## src/rtl/snap_intr_pkg.sv

```systemverilog
// Shared types and helpers for the SNAP interrupt controller.
// Holds the FSM state encoding, default field widths and a constant log2 helper.
package snap_intr_pkg;

  typedef enum logic [0:0] {
    IDLE = 1'b0,
    REQ  = 1'b1
  } state_e;

  localparam int INT_BITS_DEF = 3;
  localparam int SRC_W        = INT_BITS_DEF - 1;
  localparam int CTX_W        = 8;

  function automatic int clog2(input int value);
    int r;
    r = 0;
    for (int i = 0; i < 31; i++) begin
      if ((32'sd1 << i) < value) begin
        r = i + 1;
      end else begin
        r = r;
      end
    end
    return r;
  endfunction

endpackage

```

## src/rtl/snap_intr_ctrl_if.sv

```systemverilog
// SNAP interrupt handshake: request with source/context, answered by a one-cycle ack.
// The controller drives the request side (master); the SNAP shell acknowledges (slave).
interface snap_intr_ctrl_if
  import snap_intr_pkg::*;
#(
  parameter int SRC_BITS     = SRC_W,
  parameter int CONTEXT_BITS = CTX_W
) ();

  logic                    interrupt;
  logic [SRC_BITS-1:0]     interrupt_src;
  logic [CONTEXT_BITS-1:0] interrupt_ctx;
  logic                    interrupt_ack;

  modport master (
    output interrupt,
    output interrupt_src,
    output interrupt_ctx,
    input  interrupt_ack
  );

  modport slave (
    input  interrupt,
    input  interrupt_src,
    input  interrupt_ctx,
    output interrupt_ack
  );

endinterface

```

## src/rtl/snap_rr_arb.sv

```systemverilog
// Combinational round-robin arbiter: grants the first requester at or after ptr, wrapping.
// ptr must be below N.
module snap_rr_arb #(
  parameter int N = 4,
  parameter int W = 2
) (
  input  logic [N-1:0] req,
  input  logic [W-1:0] ptr,
  output logic [W-1:0] gnt_idx,
  output logic         gnt_vld
);

  logic [N-1:0] rot_s;
  int           idx_s;

  // Rotate so that bit 0 is the requester sitting at the pointer.
  assign rot_s = N'({req, req} >> ptr);

  // Scan from the far end so the last hit is the nearest one to the pointer.
  always_comb begin
    gnt_idx = {W{1'b0}};
    gnt_vld = 1'b0;
    idx_s   = 0;
    for (int k = N - 1; k >= 0; k--) begin
      idx_s = int'(ptr) + k;
      if (idx_s >= N) begin
        idx_s = idx_s - N;
      end else begin
        idx_s = idx_s;
      end
      if (rot_s[k]) begin
        gnt_idx = W'(idx_s);
        gnt_vld = 1'b1;
      end else begin
        gnt_idx = gnt_idx;
        gnt_vld = gnt_vld;
      end
    end
  end

endmodule

```

## src/rtl/snap_intr_ctrl.sv

```systemverilog
// Interrupt controller: per-source level/edge capture into pending bits, round-robin
// selection and a single outstanding request on the SNAP interrupt handshake.
module snap_intr_ctrl
  import snap_intr_pkg::*;
#(
  parameter int NUM_SRC      = 4,
  parameter int INT_BITS     = 3,
  parameter int CONTEXT_BITS = 8,
  parameter int HOLDOFF_CYC  = 16
) (
  input  logic                            ap_clk,
  input  logic                            ap_rst_n,
  input  logic [NUM_SRC-1:0]              src_irq_i,
  input  logic [NUM_SRC-1:0]              cfg_enable_i,
  input  logic [NUM_SRC-1:0]              cfg_edge_i,
  input  logic [NUM_SRC*CONTEXT_BITS-1:0] cfg_ctx_i,
  input  logic                            cfg_ovf_clr_i,
  snap_intr_ctrl_if.master                snap,
  output logic [NUM_SRC-1:0]              pending_o,
  output logic [NUM_SRC-1:0]              ovf_o
);

  localparam int                IDX_W    = INT_BITS - 1;
  localparam int                HO_W     = clog2(HOLDOFF_CYC + 1);
  localparam logic [HO_W-1:0]   HO_LOAD  = HO_W'(HOLDOFF_CYC);
  localparam logic [IDX_W-1:0]  LAST_IDX = IDX_W'(NUM_SRC - 1);

  state_e                  state_r, state_s;
  logic [NUM_SRC-1:0]      src_q_r;
  logic [NUM_SRC-1:0]      pend_r, pend_s;
  logic [NUM_SRC-1:0]      ovf_r, ovf_s;
  logic [NUM_SRC-1:0]      ev_s, clr_s, dis_s;
  logic [IDX_W-1:0]        ptr_r, ptr_s;
  logic                    irq_r, irq_s;
  logic [IDX_W-1:0]        int_src_r, int_src_s;
  logic [CONTEXT_BITS-1:0] int_ctx_r, int_ctx_s;
  logic [CONTEXT_BITS-1:0] ctx_sel_s;
  logic [NUM_SRC-1:0]      arb_req_s;
  logic [IDX_W-1:0]        arb_idx_s;
  logic                    arb_vld_s;
  logic                    ack_s;

  // An ack only counts while a request is actually outstanding.
  assign ack_s = (state_r == REQ) & snap.interrupt_ack;

  for (genvar gi = 0; gi < NUM_SRC; gi++) begin : g_src
    logic [HO_W-1:0] holdoff_r;
    logic            ho_zero_s;
    logic            granted_s;

    assign ho_zero_s = (holdoff_r == {HO_W{1'b0}});
    assign granted_s = (state_r == REQ) & (int_src_r == IDX_W'(gi));
    assign clr_s[gi] = ack_s & (int_src_r == IDX_W'(gi));

    // A level source being acked must not immediately re-pend; its holdoff starts now.
    assign ev_s[gi] = cfg_enable_i[gi] &
                      (cfg_edge_i[gi] ? (src_irq_i[gi] & ~src_q_r[gi])
                                      : (src_irq_i[gi] & ho_zero_s & ~clr_s[gi]));
    assign dis_s[gi]  = ~cfg_enable_i[gi] & ~granted_s;
    assign pend_s[gi] = ev_s[gi] | (pend_r[gi] & ~clr_s[gi] & ~dis_s[gi]);
    assign ovf_s[gi]  = (ev_s[gi] & cfg_edge_i[gi] & pend_r[gi]) |
                        (ovf_r[gi] & ~cfg_ovf_clr_i);

    // Level-mode re-arm delay, loaded on ack and counting down to zero.
    always_ff @(posedge ap_clk or negedge ap_rst_n) begin
      if (!ap_rst_n) begin
        holdoff_r <= {HO_W{1'b0}};
      end else if (clr_s[gi] & ~cfg_edge_i[gi]) begin
        holdoff_r <= HO_LOAD;
      end else if (!ho_zero_s) begin
        holdoff_r <= holdoff_r - {{(HO_W-1){1'b0}}, 1'b1};
      end else begin
        holdoff_r <= holdoff_r;
      end
    end
  end

  // Disabled sources never compete, even while their pending bit drains.
  assign arb_req_s = pend_r & cfg_enable_i;

  snap_rr_arb #(
    .N (NUM_SRC),
    .W (IDX_W)
  ) u_arb (
    .req     (arb_req_s),
    .ptr     (ptr_r),
    .gnt_idx (arb_idx_s),
    .gnt_vld (arb_vld_s)
  );

  // Context of the source the arbiter is proposing.
  always_comb begin
    ctx_sel_s = {CONTEXT_BITS{1'b0}};
    for (int k = 0; k < NUM_SRC; k++) begin
      if (arb_idx_s == IDX_W'(k)) begin
        ctx_sel_s = cfg_ctx_i[k*CONTEXT_BITS +: CONTEXT_BITS];
      end else begin
        ctx_sel_s = ctx_sel_s;
      end
    end
  end

  // Request FSM: next state, request outputs and round-robin pointer.
  always_comb begin
    state_s   = state_r;
    irq_s     = irq_r;
    ptr_s     = ptr_r;
    int_src_s = int_src_r;
    int_ctx_s = int_ctx_r;
    case (state_r)
      IDLE: begin
        if (arb_vld_s) begin
          state_s   = REQ;
          irq_s     = 1'b1;
          int_src_s = arb_idx_s;
          int_ctx_s = ctx_sel_s;
        end else begin
          state_s = IDLE;
          irq_s   = 1'b0;
        end
      end
      REQ: begin
        if (snap.interrupt_ack) begin
          state_s = IDLE;
          irq_s   = 1'b0;
          ptr_s   = (int_src_r == LAST_IDX) ? {IDX_W{1'b0}}
                                            : int_src_r + {{(IDX_W-1){1'b0}}, 1'b1};
        end else begin
          state_s = REQ;
          irq_s   = 1'b1;
        end
      end
      default: begin
        state_s = IDLE;
        irq_s   = 1'b0;
      end
    endcase
  end

  // State, status and output registers.
  always_ff @(posedge ap_clk or negedge ap_rst_n) begin
    if (!ap_rst_n) begin
      state_r   <= IDLE;
      src_q_r   <= {NUM_SRC{1'b0}};
      pend_r    <= {NUM_SRC{1'b0}};
      ovf_r     <= {NUM_SRC{1'b0}};
      ptr_r     <= {IDX_W{1'b0}};
      irq_r     <= 1'b0;
      int_src_r <= {IDX_W{1'b0}};
      int_ctx_r <= {CONTEXT_BITS{1'b0}};
    end else begin
      state_r   <= state_s;
      src_q_r   <= src_irq_i;
      pend_r    <= pend_s;
      ovf_r     <= ovf_s;
      ptr_r     <= ptr_s;
      irq_r     <= irq_s;
      int_src_r <= int_src_s;
      int_ctx_r <= int_ctx_s;
    end
  end

  assign snap.interrupt     = irq_r;
  assign snap.interrupt_src = int_src_r;
  assign snap.interrupt_ctx = int_ctx_r;
  assign pending_o          = pend_r;
  assign ovf_o              = ovf_r;

endmodule

```

## src/flat_wrapper.sv

```systemverilog
// flat-port wrapper written by rule: the top's interface ports become plain ports
module snap_intr_ctrl_flat import snap_intr_pkg::*;
#(
  parameter int NUM_SRC      = 4,
  parameter int INT_BITS     = 3,
  parameter int CONTEXT_BITS = 8,
  parameter int HOLDOFF_CYC  = 16
)
  (ap_clk, ap_rst_n, src_irq_i, cfg_enable_i, cfg_edge_i, cfg_ctx_i, cfg_ovf_clr_i, pending_o, ovf_o, snap_interrupt, snap_interrupt_src, snap_interrupt_ctx, snap_interrupt_ack);
  snap_intr_ctrl_if #(.CONTEXT_BITS(CONTEXT_BITS)) snap_i ();
  input  logic ap_clk;
  input  logic ap_rst_n;
  input  logic [NUM_SRC-1:0] src_irq_i;
  input  logic [NUM_SRC-1:0] cfg_enable_i;
  input  logic [NUM_SRC-1:0] cfg_edge_i;
  input  logic [NUM_SRC*CONTEXT_BITS-1:0] cfg_ctx_i;
  input  logic cfg_ovf_clr_i;
  output logic [NUM_SRC-1:0] pending_o;
  output logic [NUM_SRC-1:0] ovf_o;
  output wire logic [$bits(snap_i.interrupt)-1:0] snap_interrupt;
  output wire logic [$bits(snap_i.interrupt_src)-1:0] snap_interrupt_src;
  output wire logic [$bits(snap_i.interrupt_ctx)-1:0] snap_interrupt_ctx;
  input wire logic [$bits(snap_i.interrupt_ack)-1:0] snap_interrupt_ack;
  assign snap_interrupt = snap_i.interrupt;
  assign snap_interrupt_src = snap_i.interrupt_src;
  assign snap_interrupt_ctx = snap_i.interrupt_ctx;
  assign snap_i.interrupt_ack = snap_interrupt_ack;
  snap_intr_ctrl #(.NUM_SRC(NUM_SRC), .INT_BITS(INT_BITS), .CONTEXT_BITS(CONTEXT_BITS), .HOLDOFF_CYC(HOLDOFF_CYC)) u_core (.ap_clk(ap_clk), .ap_rst_n(ap_rst_n), .src_irq_i(src_irq_i), .cfg_enable_i(cfg_enable_i), .cfg_edge_i(cfg_edge_i), .cfg_ctx_i(cfg_ctx_i), .cfg_ovf_clr_i(cfg_ovf_clr_i), .snap(snap_i), .pending_o(pending_o), .ovf_o(ovf_o));
endmodule
```

## config.mk

```make
export PLATFORM = sky130hd
export DESIGN_NAME = snap_intr_ctrl_flat
export DESIGN_NICKNAME = d
export VERILOG_FILES = /design/src/rtl/snap_intr_pkg.sv /design/src/rtl/snap_intr_ctrl_if.sv /design/src/rtl/snap_rr_arb.sv /design/src/rtl/snap_intr_ctrl.sv /design/src/flat_wrapper.sv
export SDC_FILE = /design/constraint.sdc
export NUM_CORES = 1
export LEC_CHECK = 0
export ABC_AREA = 1
export BUFFER_PORTS_ARGS = -buffer_cell sky130_fd_sc_hd__buf_2
export CORE_UTILIZATION = 35
export CTS_CLUSTER_SIZE = 20
export DETAILED_ROUTE_END_ITERATION = 6
export GPL_ROUTABILITY_DRIVEN = 1
export GPL_TIMING_DRIVEN = 0
export PLACE_DENSITY = 0.68
export SLEW_MARGIN = 30
export SYNTH_ARGS = -nofsm -noshare
export SYNTH_HDL_FRONTEND = slang
export SYNTH_SLANG_ARGS = --single-unit
```

## constraint.sdc

```tcl
create_clock -name ap_clk -period 3.85 [get_ports ap_clk]
set_clock_uncertainty 0.15 [all_clocks]
set_input_delay 0.5775 -clock ap_clk [delete_from_list [all_inputs] [get_ports ap_clk]]
set_output_delay 0.5775 -clock ap_clk [all_outputs]
set_load 0.02 [all_outputs]
```

==> results_dict.tcl, run 1 <==
set metrics [dict create \
    muxShareOfSynthArea_pct 0 \
    nFillCells 758 \
    layout-drive-gt1-share_pct 22.30 \
    critPathRequiredTime_ns 3.89 \
    clk_pin_slew_ns 0.09 \
    placed_cells 508 \
    dr_total_vias 2521 \
    avgRoutedWirePerCell_um 12.04 \
    cts_resized 0 \
    hold_path.class "in2async" \
    crit_top_cell "nand2_1" \
    drc_errors 0 \
    n_antenna_cell 0 \
    grt.total_usage_pct 17.01 \
    max_slew_margin_pct 61.26 \
    vias_per_cell 4.886 \
    startpoint_type "flip-flop" \
    rsz0062_at_grt "no" \
    insertion_delay_ns 0.30 \
    setup_viol 0 \
    final_common_cell "nand2_1" \
    cts_setup_buffers 0 \
    leakage_nw 1.700 \
    clock_sinks 45 \
    synth_compound_gate_area_share_pct 8.685 \
    ant_nets 0 \
    fin_nets 476 \
    postLayoutCoreUtil_pct 44.49 \
    power_density_nw_per_um2 877.4 \
    synthAdderAreaFrac_pct 5.695 \
    core_sq_um 7253 \
    ys_types 31 \
    reg2reg_from "u_core.ptr_r[0]" \
    crit_type "reg2reg" \
    grt_max_degree 46 \
    port_buffers 66 \
    fin_cells 516 \
    fp.dieW_um 88.79 \
    placed_cell_area_sq_um 3093 \
    tightest_slew_ns 0.5811 \
    synth-seq-cells 45 \
    gp_congestion 0.8558 \
    antenna_found_initial 0 \
    fmaxAchievable_mhz 469.1 \
    slowest_stage "dfrtp_1" \
    r2r_cells 16 \
    setup_tns_ns 0 \
    numCtsBuffers 5 \
    syn_inst 343 \
    cpPeakStageDelay_ns 0.37 \
    die_h_um 88.79 \
    synth_top_family_by_area "simple AND/OR/NAND/NOR gates" \
    tritoncts "yes" \
    mostFrequentLayoutCells "nand2_1, buf_2, dfrtp_1, inv_1, nand3_1" \
    postCtsHoldBufs 0 \
    crit_path_end_kind "flip-flop" \
    crit_fanout 10 \
    syn_area_per_cell_sq_um 7.686 \
    final_max_slew_viol_count 0 \
    synth-simple-area-share_pct 32.80 \
    design_area_sq_um 3227 \
    syn_nets 403 \
    num_rows 31 \
    arrival_ns 2.17 \
    min_period_ns 2.132 \
    areaGrowthSynthToFinish_pct 22.40 \
    wirelength_um 6213 \
    rrSetupSlack_ns 1.72 \
    clock_path_buffers 2 \
    io_pins 67 \
    crit_chain "buf_4 -> inv_4 -> nand3_1 -> nand2_1 -> nand2_1 -> nand2_1 -> nand2_1 -> nand2_1 -> inv_2 -> nand2_4 -> nand2_4 -> buf_6 -> nand3_1 -> nand4_1 -> nand2_1 -> nand2_1" \
    grt_overflow 0 \
    cap_violations 0 \
    period_share_pct 55.36 \
    die-area_sq_um 7884 \
    cts_root_buf "clkbuf_8" \
    pre_cts_ws_ns 1.507 \
    synth_area_sq_um 2636 \
    synth_xor_area_share_pct 1.661 \
    hold_violations 0 \
    outcome "complete, no violations" \
    seq_area_frac_synth_pct 42.71 \
    dpl.hpwl_um 4725 \
    grt_pass1_wl_um 10290 \
    drtIter0Drc 174 \
    initial_core_util_pct 36.35 \
    ys_warn_count 0 \
    ir_drop_uv 395.7 \
    r2r_end "u_core.snap.interrupt_ctx[6]" \
    grt_pass1_vias 2348 \
    dr.pass1.iters 4 \
    fin_ws_ns 1.718 \
    htree_num_levels 2 \
]
[synthesized netlist by cell type]
| cell | number | area [sq um] |
|---|---|---|
| inv_2 | 4 | 15.01 |
| nand4_1 | 16 | 100.1 |
| inv_4 | 1 | 6.260 |
| o211ai_1 | 2 | 15.01 |
| nand3_4 | 1 | 17.52 |
| nor3_1 | 5 | 25.02 |
| and3_1 | 1 | 6.260 |
| a21oi_1 | 6 | 30.03 |
| nand3_2 | 1 | 10.01 |
| nor4_1 | 1 | 6.260 |
| nand2_1 | 86 | 322.8 |
| nor2_4 | 1 | 11.26 |
| nand3_1 | 42 | 210.2 |
| o22ai_1 | 5 | 31.28 |
| dfrtp_1 | 45 | 1126 |
| ha_1 | 12 | 150.1 |
| o32ai_1 | 3 | 26.28 |
| nor2_1 | 29 | 108.9 |
| inv_1 | 44 | 165.2 |
| nand2_2 | 2 | 12.51 |
| buf_4 | 2 | 15.01 |
| nand2_4 | 3 | 33.78 |
| xnor2_1 | 1 | 8.760 |
| buf_2 | 2 | 10.01 |
| xor2_1 | 4 | 35.03 |
| o21ai_1 | 3 | 15.01 |
| o31ai_1 | 2 | 15.01 |
| buf_6 | 1 | 11.26 |
| a211oi_1 | 1 | 7.510 |
| o21ai_2 | 1 | 8.760 |
| o21ai_0 | 16 | 80.08 |
[kinds of logic after synthesis]
| family | Yosys count |
|---|---|
| adder cells (fa/ha/maj) | 12 |
| AND/OR/NAND/NOR | 188 |
| buffers and inverters | 54 |
| flip-flops | 45 |
| XOR/XNOR | 5 |
| AO/OA/AOI/OAI | 39 |
[report_power, final]
group | switching (mW) | total [mW] | leakage, nW | internal, mW
sequential | 0.137 | 0.805 | 0.554 | 0.668
clock | 0.161 | 0.418 | 0.0681 | 0.258
combinational | 1.04 | 1.61 | 1.08 | 0.566
[per-layer routing]
layer  global-route usage [%]  wire length, um
met1                    22.65             2884
met2                    27.27             2980
met3                    3.078              232
met4                    7.038              116
met5                        0                0
[layout make-up]
cell class | instances | area, sq um | area share [%]
clock buffer | 5 | 68.82 | 2.133
tap | 99 | 123.9 | 3.839
inverter | 49 | 186.4 | 5.777
sequential | 45 | 1126 | 34.90
multi-input combinational | 244 | 1287 | 39.90
clock inverter | 3 | 65.06 | 2.016
timing repair buffer | 66 | 332.8 | 10.31
buffer | 5 | 36.28 | 1.124
[critical path: cells and delay by family, from the launching register on]
kind	cells	cell delay [ns]
buf+inv	4	0.46
flops	1	0.37
simple gates	12	1.05
[flip-flops by register name (all words and copies together), names as in the netlist]
register                   cells
u_core.state_r                 1
u_core.ptr_r                   2
u_core.pending_o               4
u_core.snap.interrupt_ctx      8
u_core.src_q_r                 4
u_core.g_src.holdoff_r        20
u_core.ovf_o                   4
u_core.snap.interrupt_src      2
[per-stage QoR]
stage | hold slack, ns | power (mW)
after floorplan | 0.1319 | 2.012
after global placement | 0.2973 | 2.376
after detailed placement | 0.3029 | 2.420
after CTS | 0.1352 | 2.852
after global routing | 0.1589 | 3.123
final | 0.1145 | 2.831
[worst max-delay path by stage]
stage	slack (ns)	cells after the start	start	to
after floorplan	1.89	14	cfg_enable_i[3]	u_core.snap.interrupt_ctx[6]
after global placement	1.51	15	cfg_enable_i[3]	u_core.snap.interrupt_ctx[6]
after detailed placement	1.51	15	cfg_enable_i[3]	u_core.snap.interrupt_ctx[6]
after CTS	1.73	14	u_core.ptr_r[0]	u_core.snap.interrupt_ctx[6]
after global routing	1.54	10	u_core.ptr_r[0]	u_core.snap.interrupt_ctx[3]
final	1.72	16	u_core.ptr_r[0]	u_core.snap.interrupt_ctx[6]
(Power assumes the default switching activity.)
==> run 2: changes to the inputs <==
Settings changed: PLACE_DENSITY 0.68 to 0.7.
Clock period 3.85 ns to 1.82 ns, I/O delays scaled along.
==> run 2 against run 1 <==
Effect of this change: the run now ends with setup timing left; register-to-register slack worse by 1.9 ns; critical path depth decreased by 4; die area did not move; first-iteration DRC count fell by 44%; clock power is 89% higher; combinational power grew to 2.7 times the previous value; setup slack worse by 1.9 ns; total power rose by 140%; count of clock-buffer cells in the layout up 1; cell area rose by 10%; critical path type unchanged.
==> results_dict.tcl, run 2 (synthesis gave the netlist of run 1 again) <==
set metrics [dict create \
    outcome "finished, violations left" \
    violations "setup timing" \
    slowest_stage "dfrtp_1" \
    grt_max_degree 46 \
    crit_path_start "u_core.ptr_r[1]" \
    p_total_mw 6.896 \
    startpoint_type "flip-flop" \
    fin_nets 496 \
    setup_viol 10 \
    htree_num_levels 2 \
    rrSetupSlack_ns -0.17 \
    avgRoutedWirePerCell_um 12.91 \
    largest_reg_flops 20 \
    pre_cts_ws_ns -0.2438 \
    rsz0062_at_grt "yes" \
    hold-worst-slack_ns 0.07398 \
    critPathRequiredTime_ns 1.86 \
    reg2reg_from "u_core.ptr_r[1]" \
    leakage_nw 1.815 \
    postLayoutCoreUtil_pct 48.96 \
    power_density_nw_per_um2 1942 \
    setup.worst_path.end "u_core.snap.interrupt_ctx[2]" \
    gp_congestion 0.8089 \
    numCtsBuffers 5 \
    fp.dieW_um 88.79 \
    max_slew_margin_pct 62.47 \
    mostFrequentLayoutCells "nand2_1, buf_2, inv_1, dfrtp_1, nand3_1" \
    crit_path_end_kind "flip-flop" \
    fin_cells 536 \
    areaGrowthSynthToFinish_pct 34.69 \
    fmaxAchievable_mhz 501.3 \
    hold_violations 0 \
    io_pins 67 \
    setup_tns_ns -1.437 \
    wirelength_um 6919 \
    final_common_cell "nand2_1" \
    dpl.hpwl_um 4890 \
    crit_top_cell "nand2_1" \
    arrival_ns 2.03 \
    core_sq_um 7253 \
    placed_cells 508 \
    crit_type "reg2reg" \
    grt.total_usage_pct 18.13 \
    cts_root_buf "clkbuf_8" \
    crit_fanout 7 \
    ant_nets 0 \
    dr.pass1.iters 4 \
    dr_total_vias 2645 \
    grt_pass1_wl_um 11020 \
    cap_violations 0 \
    layout-drive-gt1-share_pct 30.21 \
    grt_pass1_vias 2477 \
    initial_core_util_pct 36.35 \
    design_area_sq_um 3551 \
    min_period_ns 1.995 \
    die-area_sq_um 7884 \
    largest-register "u_core.g_src.holdoff_r" \
    period_share_pct 109.6 \
    drtIter0Drc 97 \
    crit_chain "buf_2 -> inv_4 -> nand3_2 -> nand2_2 -> o21ai_1 -> nand2_1 -> nand2_4 -> buf_4 -> nand3_1 -> nand4_1 -> nand2_1 -> nand2_1" \
    r2r_end "u_core.snap.interrupt_ctx[2]" \
    tightest_slew_ns 0.5630 \
    fin_ws_ns -0.1750 \
    die_h_um 88.79 \
    clk_pin_slew_ns 0.09 \
    vias_per_cell 4.935 \
    hold_path.class "in2reg" \
    drc_errors 0 \
    nFillCells 713 \
    port_buffers 66 \
    n_antenna_cell 0 \
    num_rows 31 \
    final_max_slew_viol_count 0 \
    clock_path_buffers 2 \
    ir_drop_uv 1100 \
    insertion_delay_ns 0.30 \
    clock_sinks 45 \
    cpPeakStageDelay_ns 0.36 \
    grt_overflow 0 \
    antenna_found_initial 0 \
    placed_cell_area_sq_um 3110 \
    tritoncts "yes" \
    r2r_cells 12 \
]
run 2: cell count changes in the layout (fill, tap and decap cells not counted), sizes merged:
| cell | previous run | this run |
|---|---|---|
| buf | 71 | 85 |
| dlygate4sd3 | 0 | 5 |
| clkbuf | 5 | 7 |
| bufinv | 2 | 1 |
| clkinv | 1 | 0 |
| clkinvlp | 0 | 1 |
run 2: worst max-delay path: cells and delay by family (launching register included):
| kind | cells | cell delay, ns |
|---|---|---|
| flops | 1 | 0.36 |
| buf+inv | 3 | 0.50 |
| simple gates | 8 | 0.80 |
| compound gates | 1 | 0.08 |
run 2: cell type report:
cell class                 count  area (sq um)  area share [%]
buffer                         5         50.05           1.409
clock buffer                   6         82.58           2.326
clock inverter                 2         37.54           1.057
inverter                      49         196.4           5.532
multi-input combinational    244          1404           39.53
sequential                    45          1130           31.82
tap                           99         123.9           3.488
timing repair buffer          86         526.8           14.83
run 2: how the worst min path moves through the flow:
stage,endpoint,depth (start not counted),start
3_3_place_gp,u_core.src_q_r[2],1,src_irq_i[2]
2_1_floorplan,u_core.g_src[0].holdoff_r[0],0,ap_rst_n
4_1_cts,u_core.ovf_o[3],2,cfg_ovf_clr_i
6_report,u_core.ovf_o[3],2,cfg_ovf_clr_i
3_5_place_dp,u_core.g_src[3].holdoff_r[2],1,ap_rst_n
5_1_grt,u_core.ovf_o[1],2,cfg_ovf_clr_i
run 2: timing repair:
| action | 4_1_cts | 5_1_grt |
|---|---|---|
| pin swaps | 7 | 12 |
| resized for setup | 21 | 15 |
| setup buffers | 11 | 2 |
| hold buffers | 5 | 0 |
| endpoints found under the setup margin | 11 | 21 |
| cloned | 2 | 0 |
| endpoints found under the hold margin | 49 | 0 |
run 2: per-layer routing:
layer / GRT usage [%] / share of wire (%) / up-vias / wire length (um)
met5: 0 / 0 / - / 0
met4: 6.158 / 1.6 / 0 / 114
met3: 3.078 / 4.1 / 10 / 283
met2: 32.94 / 53 / 61 / 3654
met1: 21.59 / 41 / 1248 / 2866
li1: - / - / 1326 / -
run 2: power by group:
part | leakage [nW] | total (mW) | switching (mW) | internal (mW)
combinational | 1.21 | 4.37 | 2.57 | 1.81
clock | 0.0574 | 0.789 | 0.342 | 0.446
sequential | 0.549 | 1.73 | 0.317 | 1.42
total | 1.81 | 6.90 | 3.23 | 3.67
==> run 3: changes to the inputs <==
Settings changed: ABC_AREA 1 to unset, SKIP_LAST_GASP set to 1.
==> run 3 against run 2 <==
Effect of this change: the run now ends clean; core utilization rose by 0.55 points; combinational power shrank 54%; critical path type unchanged; cell area decreased by 4.2%; non-clock buffer count fell by 4; sequential power is essentially flat.
==> results_dict.tcl, run 3 <==
set metrics [dict create \
    synth_area_sq_um 2510 \
    antenna_found_initial 0 \
    async_flop_share_pct 100.0 \
    ir_drop_uv 581.3 \
    avgRoutedWirePerCell_um 13.69 \
    ys_warn_count 0 \
    tightest_slew_ns 0.5757 \
    core_sq_um 6869 \
    arrival_ns 1.80 \
    grt_overflow 0 \
    io_pins 67 \
    tritoncts "yes" \
    final_max_slew_viol_count 0 \
    internal_power_mw 2.766 \
    die-area_sq_um 7513 \
    clock_path_buffers 2 \
    grt_pass1_wl_um 9901 \
    synth_edf_count 0 \
    placed_cell_area_sq_um 3009 \
    design_area_sq_um 3401 \
    hold-worst-slack_ns 0.09713 \
    p_clk_share_pct 17.3 \
    die_h_um 86.68 \
    hold_violations 0 \
    yosys.cell_count.top_type "dfrtp_1" \
    initial_core_util_pct 36.54 \
    layout-drive-gt1-share_pct 36.47 \
    drc_errors 0 \
    critPathRequiredTime_ns 1.85 \
    dr_total_vias 2288 \
    sequentialPowerShare_pct 38.3 \
    seq_area_frac_synth_pct 44.87 \
    placed_cells 424 \
    cts_root_buf "clkbuf_8" \
    syn_nets 322 \
    postLayoutCoreUtil_pct 49.51 \
    drtIter0Drc 126 \
    gp_congestion 0.8511 \
    dpl.hpwl_um 4395 \
    mostFrequentLayoutCells "buf_2, dfrtp_1, nand2_1, inv_1, nor2_1" \
    leakage_nw 1.600 \
    min_period_ns 1.770 \
    cap_violations 0 \
    crit_fanout 9 \
    largest-register "u_core.g_src.holdoff_r" \
    hold_path.class "in2reg" \
    synth-seq-cells 45 \
    fin_cells 447 \
    syn_inst 262 \
    power_switching_mw 1.758 \
    wirelength_um 6121 \
    areaGrowthSynthToFinish_pct 35.49 \
    grt_max_degree 46 \
    insertion_delay_ns 0.30 \
    ant_nets 0 \
    crit_path_end_kind "flip-flop" \
    power_density_nw_per_um2 1330 \
    ys.flop_type "dfrtp_1" \
    largest_reg_flops 20 \
    final_common_cell "buf_2" \
    numCtsBuffers 5 \
    period_share_pct 97.25 \
    rrSetupSlack_ns 0.05 \
    ys_top_cells_by_count "dfrtp_1, nand2_1, inv_1" \
    dr.pass1.iters 4 \
    clk_pin_slew_ns 0.09 \
    fmaxAchievable_mhz 565.0 \
    outcome "complete, no violations" \
    p_sw_share_pct 38.86 \
    rsz0062_at_grt "yes" \
    setup_viol 0 \
    grt.total_usage_pct 16.77 \
    nFillCells 634 \
    n_antenna_cell 0 \
    startpoint_type "flip-flop" \
    yosys-top-cells-area "dfrtp_1, ha_1, nand2_1, inv_1, a211oi_1" \
    port_buffers 66 \
    syn_area_per_cell_sq_um 9.580 \
    grt_pass1_vias 2163 \
    clock_sinks 45 \
    num_rows 30 \
    vias_per_cell 5.119 \
    htree_num_levels 2 \
    yosys.area.top_type_share_pct 44.87 \
    crit_type "reg2reg" \
    max_slew_margin_pct 61.62 \
    fp.dieW_um 86.68 \
    synth_top_area_cell "dfrtp_1" \
    ys_types 39 \
    pwr-share-comb_pct 44.4 \
    fin_nets 410 \
]
-- run 3: cell count changes in the layout (fill, tap and decap cells not counted), moves of 5 or more --
cell and delta:
nand2_1 -44, nand3_1 -34, inv_1 -18, nand4_1 -14, o21ai_0 -10, o31ai_1 +10, nand2_2 -9, a211oi_2 +8
nand3b_1 +7, o22ai_1 +7, mux2_2 +6, nand3_2 -5, xnor2_1 +5
-- run 3: final timing paths --
kind / from / end / cells past startpoint
max: u_core.ptr_r[0] / u_core.snap.interrupt_ctx[2] / 4
min: cfg_ovf_clr_i / u_core.ovf_o[1] / 2
max reg2reg: u_core.ptr_r[0] / u_core.snap.interrupt_ctx[2] / 4
min reg2reg: u_core.g_src[1].holdoff_r[4] / u_core.g_src[1].holdoff_r[4] / 1
max in group asynchronous: ap_rst_n / u_core.pending_o[0] / 2
min in group asynchronous: ap_rst_n / u_core.snap.interrupt_src[1] / 2
-- run 3: power groups by stage --
stage / clock, mW / sequential, mW / combinational (mW)
floorplan: 0 / 1.84 / 1.23
detailed placement: 0 / 1.74 / 1.87
global placement: 0 / 1.73 / 1.80
CTS: 0.808 / 1.73 / 1.95
global route: 0.855 / 1.79 / 2.25
finish: 0.784 / 1.73 / 2.01
-- run 3: cells by family after synthesis --
family          count (synthesis)  share of synthesized area (%)
fa+ha+maj                      12                          5.982
buf+inv                        32                          5.732
flops                          45                          44.87
simple gates                   86                          16.25
compound gates                 71                          20.84
xor+xnor                        7                          2.443
mux                             9                          3.888
-- run 3: cell type report --
| cell class | count | area, sq um | share of cell area (%) |
|---|---|---|---|
| clock inverter | 1 | 30.03 | 0.8830 |
| clock buffer | 7 | 86.33 | 2.539 |
| timing repair buffer | 85 | 508.0 | 14.94 |
| buffer | 2 | 16.27 | 0.4783 |
| tap | 96 | 120.1 | 3.532 |
| sequential | 45 | 1129 | 33.19 |
| multi-input combinational | 185 | 1414 | 41.57 |
| inverter | 26 | 97.59 | 2.870 |
-- run 3: repair_timing --
action / CTS / global route
endpoints found under the hold margin: 49 / 0
gates resized for setup: 13 / 14
pin swaps: 5 / 5
hold buffers: 5 / 0
setup buffers: 6 / 8
endpoints found under the setup margin: 15 / 14
-- run 3: worst max-delay path: stages (launching register included) --
cell and delay (ns):
dfrtp_1 0.46, or3_4 0.45, and3_4 0.25, a211oi_2 0.26
o31ai_1 0.09
-- run 3: per-stage QoR --
stage	setup slack, ns	power, mW	setup TNS [ns]
detailed placement	-0.2981	3.608	-2.817
global placement	-0.2831	3.523	-2.607
CTS	-0.01160	4.485	-0.01160
floorplan	-0.01294	3.070	-0.1007
finish	0.04999	4.524	0
global route	-0.03693	4.891	-0.09241
-- run 3: per-layer routing --
layer | GRT usage (%) | part of all wire (%) | up-vias
met4 | 4.697 | 1.0 | 0
met3 | 3.810 | 4.5 | 9
met5 | 0 | 0 | -
met2 | 27.42 | 47 | 59
li1 | - | - | 1119
met1 | 22.34 | 48 | 1101
